--- config.mk ---
export PLATFORM = sky130hd
export DESIGN_NAME = lutn_cfg_flat
export DESIGN_NICKNAME = d
export VERILOG_FILES = /design/src/rtl/lutn_cfg_pkg.sv /design/src/rtl/lutn_cfg_if.sv /design/src/rtl/lutn_mux.sv /design/src/rtl/lutn_cfg.sv /design/src/flat_wrapper.sv
export SDC_FILE = /design/constraint.sdc
export NUM_CORES = 1
export LEC_CHECK = 0
export ABC_AREA = 1
export BUFFER_PORTS_ARGS = -buffer_cell sky130_fd_sc_hd__buf_4
export CAP_MARGIN = 20
export CORE_AREA = 2 2 39 41
export CTS_BUF_LIST = sky130_fd_sc_hd__clkbuf_4
export DETAILED_ROUTE_END_ITERATION = 10
export DIE_AREA = 0 0 41 43
export PLACE_DENSITY_LB_ADDON = 0.12
export SYNTH_ARGS = -nofsm -noshare
export SYNTH_HDL_FRONTEND = slang
export SYNTH_SLANG_ARGS = --single-unit
--- constraint.sdc ---
create_clock -name clk -period 1.37 [get_ports clk]
set_input_delay 0.274 -clock clk [delete_from_list [all_inputs] [get_ports clk]]
set_output_delay 0.274 -clock clk [all_outputs]
set_load 0.02 [all_outputs]
--- src/rtl/lutn_cfg_pkg.sv ---
// lutn_cfg_pkg: shared types and helpers for the reloadable K-input LUT.
//   lutn_state_t  - configuration FSM state (IDLE / LOAD)
//   lutn_depth(k) - truth-table depth 2**k
//   K_MAX         - largest supported LUT width
// Optional feature macro used by this block: LUTN_CFG_READBACK_EN.
package lutn_cfg_pkg;

   localparam int K_MAX = 6;

   typedef enum logic {
      IDLE = 1'b0,
      LOAD = 1'b1
   } lutn_state_t;

   function automatic int lutn_depth(input int k);
      return 1 << k;
   endfunction

endpackage

--- src/rtl/lutn_cfg_if.sv ---
// lutn_cfg_if: serial truth-table configuration bus.
//   cfg_start - one-cycle pulse starting a table load   (master -> slave)
//   cfg_din   - serial table bit, entry 0 first          (master -> slave)
//   cfg_busy  - high while the table is being shifted in (slave -> master)
//   cfg_done  - one-cycle pulse on the commit cycle       (slave -> master)
//   cfg_dout  - readback bit, only with LUTN_CFG_READBACK_EN defined
interface lutn_cfg_if;

   logic cfg_start;
   logic cfg_din;
   logic cfg_busy;
   logic cfg_done;

`ifdef LUTN_CFG_READBACK_EN
   logic cfg_dout;

   modport master (output cfg_start, output cfg_din,
                   input  cfg_busy,  input  cfg_done, input cfg_dout);
   modport slave  (input  cfg_start, input  cfg_din,
                   output cfg_busy,  output cfg_done, output cfg_dout);
`else
   modport master (output cfg_start, output cfg_din,
                   input  cfg_busy,  input  cfg_done);
   modport slave  (input  cfg_start, input  cfg_din,
                   output cfg_busy,  output cfg_done);
`endif

endinterface

--- src/rtl/lutn_mux.sv ---
// lutn_mux: purely combinational 2**K:1 select of one truth-table entry.
//   tbl - truth table, bit j is the result for i == j
//   i   - select inputs
//   y   - selected entry
// Kept as its own module so the mapper packs it into LUT cells.
module lutn_mux
   import lutn_cfg_pkg::*;
#(
   parameter int K = 2
) (
   input  logic [lutn_depth(K)-1:0] tbl,
   input  logic [K-1:0]             i,
   output logic                     y
);

   assign y = tbl[i];

endmodule

--- src/rtl/lutn_cfg.sv ---
// lutn_cfg: K-input LUT whose truth table is reloaded bit-serially into a
// shadow register and committed in one edge, so lookups never see a
// partially loaded table.
//   clk, rst_n - clock, asynchronous active-low reset
//   i          - LUT select inputs
//   o_ce       - output register enable (unused when REG_OUT = 0)
//   o          - LUT output
//   cfg        - lutn_cfg_if.slave configuration bus
// Optional feature macro: LUTN_CFG_READBACK_EN adds cfg.cfg_dout, a readback
// of active[rb_cnt] in IDLE; rb_cnt steps whenever i is all-ones and no
// cfg_start is present, and clears on commit.
//
// state | meaning
// IDLE  | table stable, waiting for cfg_start
// LOAD  | shifting one table bit per cycle into the shadow register
module lutn_cfg
   import lutn_cfg_pkg::*;
#(
   parameter int                    K       = 2,
   parameter logic [(1<<K)-1:0]     INIT    = '0,
   parameter bit                    REG_OUT = 1'b1
) (
   input  logic           clk,
   input  logic           rst_n,
   input  logic [K-1:0]   i,
   input  logic           o_ce,
   output logic           o,
   lutn_cfg_if.slave      cfg
);

   localparam int N = lutn_depth(K);

   if (K < 1 || K > K_MAX) begin : g_bad_k
      $error("lutn_cfg: K must be in 1..K_MAX");
   end

   lutn_state_t  state;
   logic [K-1:0] cnt;
   logic [N-1:0] shadow;
   logic [N-1:0] active;
   logic [N-1:0] shadow_nxt;
   logic         busy;
   logic         done;
   logic         commit;
   logic         y;

   assign shadow_nxt = {cfg.cfg_din, shadow[N-1:1]};
   assign commit     = (state == LOAD) && (cnt == K'(N-1));

   always_ff @(posedge clk or negedge rst_n) begin
      if (!rst_n) begin
         state  <= IDLE;
         cnt    <= '0;
         shadow <= '0;
         active <= INIT;
         busy   <= 1'b0;
         done   <= 1'b0;
      end else begin
         done <= 1'b0;
         case (state)
            IDLE: begin
               if (cfg.cfg_start) begin
                  state <= LOAD;
                  busy  <= 1'b1;
               end
            end
            LOAD: begin
               shadow <= shadow_nxt;
               if (commit) begin
                  // last bit goes straight into the active table, bypassing shadow
                  active <= shadow_nxt;
                  cnt    <= '0;
                  state  <= IDLE;
                  busy   <= 1'b0;
                  done   <= 1'b1;
               end else begin
                  cnt <= cnt + K'(1);
               end
            end
         endcase
      end
   end

   assign cfg.cfg_busy = busy;
   assign cfg.cfg_done = done;

   lutn_mux #(.K(K)) u_mux (
      .tbl (active),
      .i   (i),
      .y   (y)
   );

   if (REG_OUT) begin : g_reg_out
      logic o_q;
      // samples the table active before the edge, so the commit edge still sees the old table
      always_ff @(posedge clk or negedge rst_n) begin
         if (!rst_n) begin
            o_q <= 1'b0;
         end else if (o_ce) begin
            o_q <= y;
         end
      end
      assign o = o_q;
   end else begin : g_comb_out
      logic unused_o_ce;
      assign unused_o_ce = o_ce;
      assign o = y;
   end

`ifdef LUTN_CFG_READBACK_EN
   logic [K-1:0] rb_cnt;

   always_ff @(posedge clk or negedge rst_n) begin
      if (!rst_n) begin
         rb_cnt <= '0;
      end else if (commit) begin
         rb_cnt <= '0;
      end else if (!cfg.cfg_start && (&i)) begin
         rb_cnt <= rb_cnt + K'(1);
      end
   end

   assign cfg.cfg_dout = (state == IDLE) ? active[rb_cnt] : 1'b0;
`endif

endmodule
--- src/flat_wrapper.sv ---
// flat-port wrapper written by rule: the top's interface ports become plain ports
module lutn_cfg_flat import lutn_cfg_pkg::*;
#(
   parameter int                    K       = 2,
   parameter logic [(1<<K)-1:0]     INIT    = '0,
   parameter bit                    REG_OUT = 1'b1
)
  (clk, rst_n, i, o_ce, o, cfg_cfg_start, cfg_cfg_din, cfg_cfg_busy, cfg_cfg_done);
  lutn_cfg_if cfg_i ();
  input  logic clk;
  input  logic rst_n;
  input  logic [K-1:0] i;
  input  logic o_ce;
  output logic o;
  input wire logic [$bits(cfg_i.cfg_start)-1:0] cfg_cfg_start;
  input wire logic [$bits(cfg_i.cfg_din)-1:0] cfg_cfg_din;
  output wire logic [$bits(cfg_i.cfg_busy)-1:0] cfg_cfg_busy;
  output wire logic [$bits(cfg_i.cfg_done)-1:0] cfg_cfg_done;
  assign cfg_i.cfg_start = cfg_cfg_start;
  assign cfg_i.cfg_din = cfg_cfg_din;
  assign cfg_cfg_busy = cfg_i.cfg_busy;
  assign cfg_cfg_done = cfg_i.cfg_done;
  lutn_cfg #(.K(K), .INIT(INIT), .REG_OUT(REG_OUT)) u_core (.clk(clk), .rst_n(rst_n), .i(i), .o_ce(o_ce), .o(o), .cfg(cfg_i));
endmodule
==> metrics.yaml <==
status: "completed"
synth_xor_xnor_area_share_pct: 0
grt_pass1_vias: 368
initial_core_util_pct: 41.05
ys_seq_area_share_pct: 57.27
ys_types: 14
cts_buffer_depth: 2
slew_headroom_pct: 75.93
cts_tree: "yes"
min-delay-start: "o_ce"
drc: 0
power.internal_mw: 0.9090
r2r_start: "u_core.cnt[0]$_DFFE_PN0P_"
cp.required_ps: 1580
synth_fa_ha_area_share_pct: 4.405
die_area_um2: 1763
fmax_mhz: 923.2
syn_inst: 63
yosysMostFrequentCell: "nand2_1"
wl_per_cell_um: 9.772
routed_via_density: 4.511
clk_pin_slew_ps: 80
cp_data_arrival_time_ps: 1290
dp.cells: 87
synth_edf_count: 0
worst_pin_slew_ps: 361.0
synthTopCellsByCount: "nand2_1 (20), dfrtp_1 (13), inv_1 (10)"
slew_viol_final: 0
grt_pass1_wl_um: 1476
final_nets: 86
clock_latency_ps: 270
drt_pre_antenna_iters: 2
coreArea_um2: 1384
cts_sinks: 13
syn_to_final_growth_pct: 20.48
synth_top_family_by_area: "simple AND/OR/NAND/NOR gates"
fin_crit_sh_pct: 79.07
fillers: 150
numCtsBuffers: 3
antenna_found_initial: 0
crit_buf_inv: 0
antenna_cells: 0
cts_max_level: 1
syn_nets: 72
critPathTopFamily: "flip-flops"
crit_path_top_delay_cell: "dfrtp_1"
startpoint_type: "flop"
final-setup-viol-count: 0
vias: 415
final_layout_size_suffix_gt1_share_pct: 23.68
cts-root-buf: "clkbuf_4"
switchingPower_mw: 0.5209
die_w_um: 41
crit_chain: "ha_1 -> or2_4 -> o21ai_2"
p_comb_share_pct: 34.2
fin_hold_ws_ps: 213.1
synthMuxAreaShare_pct: 0
path_class: "reg -> reg"
die_y_um: 43
io-pin-count: 10
clock_skew_ps: 5.139
portBuffers: 9
globalplace.congestion: 0.6087
drv_cap: 0
synth_top_area_share_pct: 57.27
slowest_delay_ps: 420
fin_cells: 92
grt_overflow: 0
synthArstFlopShare_pct: 100.0
post-route-min-period_ps: 1083
p_seq_share_pct: 48.2
drt_iter0_markers: 1
p_leak_nw: 0.3763
syn_area_per_cell_um2: 9.017
worstHoldPathType: "in -> reg"
ys_warn_count: 0
syn_area_um2: 568.0
wl_um: 899
crit_path_max_fanout: 4
num_rows: 14
yosys_register_bits: 13
grtUsageTotal_pct: 12.88
p_per_area_nw_per_um2: 2089
clockPowerShare_pct: 17.6
synth-main-ff-cell: "dfrtp_1"
hold_viol_final: 0
crit_path_end_kind: "flop"
peakVddDrop_v: 0.0008458
p_sw_share_pct: 36.43
rsz0062_at_grt: "false"
grt_max_degree: 14
ant_nets: 0
synth.largest_area_cell: "dfrtp_1"
synthSimpleGateAreaFrac_pct: 18.50
ys_top_cells_by_area: "dfrtp_1 (57%), nand2_1 (13%), inv_1 (6.6%), o21ai_0 (5.3%), ha_1 (4.4%)"
tns_ps: 0
cts_setup_buffers: 0
startpoint: "u_core.cnt[0]$_DFFE_PN0P_"
dp_hpwl_um: 682.7
synth-compound-area-share_pct: 9.471
-- through the flow --
step	total power [mW]	worst slack, ps	area, um^2	util [%]
floorplan	1.065	335.0	568.0	-
global placement	1.185	304.8	644.4	46.56
detailed placement	1.196	295.0	644.4	46.56
CTS	1.451	279.1	684.4	49.46
global route	1.571	212.9	684.4	49.46
finish	1.430	286.8	684.4	49.46
-- per-layer routing --
| layer | up-vias | GRT usage (%) | wire length (um) |
|---|---|---|---|
| met5 | - | 0 | 0 |
| met4 | 0 | 8.000 | 15 |
| met3 | 2 | 4.712 | 23 |
| met2 | 5 | 17.19 | 418 |
| met1 | 190 | 17.06 | 442 |
| li1 | 218 | - | - |
-- power groups by stage --
stage | logic, mW | clock network (mW) | registers (mW)
final | 0.489 | 0.251 | 0.690
after global routing | 0.568 | 0.282 | 0.720
after CTS | 0.501 | 0.259 | 0.691
after detailed placement | 0.497 | 0 | 0.699
after global placement | 0.491 | 0 | 0.694
after floorplan | 0.384 | 0 | 0.681
-- layout make-up --
cell class                      count  area, um^2  share of cell area (%)
Clock buffer                        4       30.03                   4.388
Inverter                           12       47.55                   6.947
Tap cell                           16       20.02                   2.925
Timing Repair Buffer               10       77.57                   11.33
Sequential cell                    13       325.3                   47.53
Multi-Input combinational cell     37       183.9                   26.87
-- cell families after synthesis --
kind of cell	after synthesis
simple gates	25
buf+inv	13
fa+ha+maj	2
compound gates	10
flops	13
-- tightest hold or removal path: cells and delay by family --
kind	cells	cell delay, ps
buf+inv	1	80
simple gates	2	90
-- cells in the final DEF, fill, tap and decap left out, types with 2 or more instances in the layout --
cell and instances:
nand2_1 20, dfrtp_1 13, inv_1 10, buf_4 9, o21ai_0 6, clkbuf_4 4, nand3_1 3, a21oi_1 2
ha_1 2
-- flip-flops by register name, summed over array words and instances, names as in the netlist --
| name | cells |
|---|---|
| u_core.cfg.cfg_done | 1 |
| u_core.active | 4 |
| u_core.shadow | 3 |
| u_core.cfg.cfg_busy | 1 |
| u_core.o | 1 |
| u_core.state | 1 |
| u_core.cnt | 2 |
-- final timing paths --
path	to	cells after the start	slack, ps
min in group asynchronous	u_core.active[0]$_DFFE_PN0P_	2	370
min	u_core.o$_DFFE_PN0P_	3	210
max	u_core.cnt[0]$_DFFE_PN0P_	3	290
max in group asynchronous	u_core.cfg.cfg_done$_DFF_PN0_	2	830
min reg2reg	u_core.shadow[2]$_DFFE_PN0P_	2	480
max reg2reg	u_core.cnt[0]$_DFFE_PN0P_	3	290
-- repair_timing --
action	in CTS	in global routing
hold buffers	1	0
resized for setup	0	0
hold endpoints to repair	13	0
No activity file was read; power rests on OpenSTA's default activity.
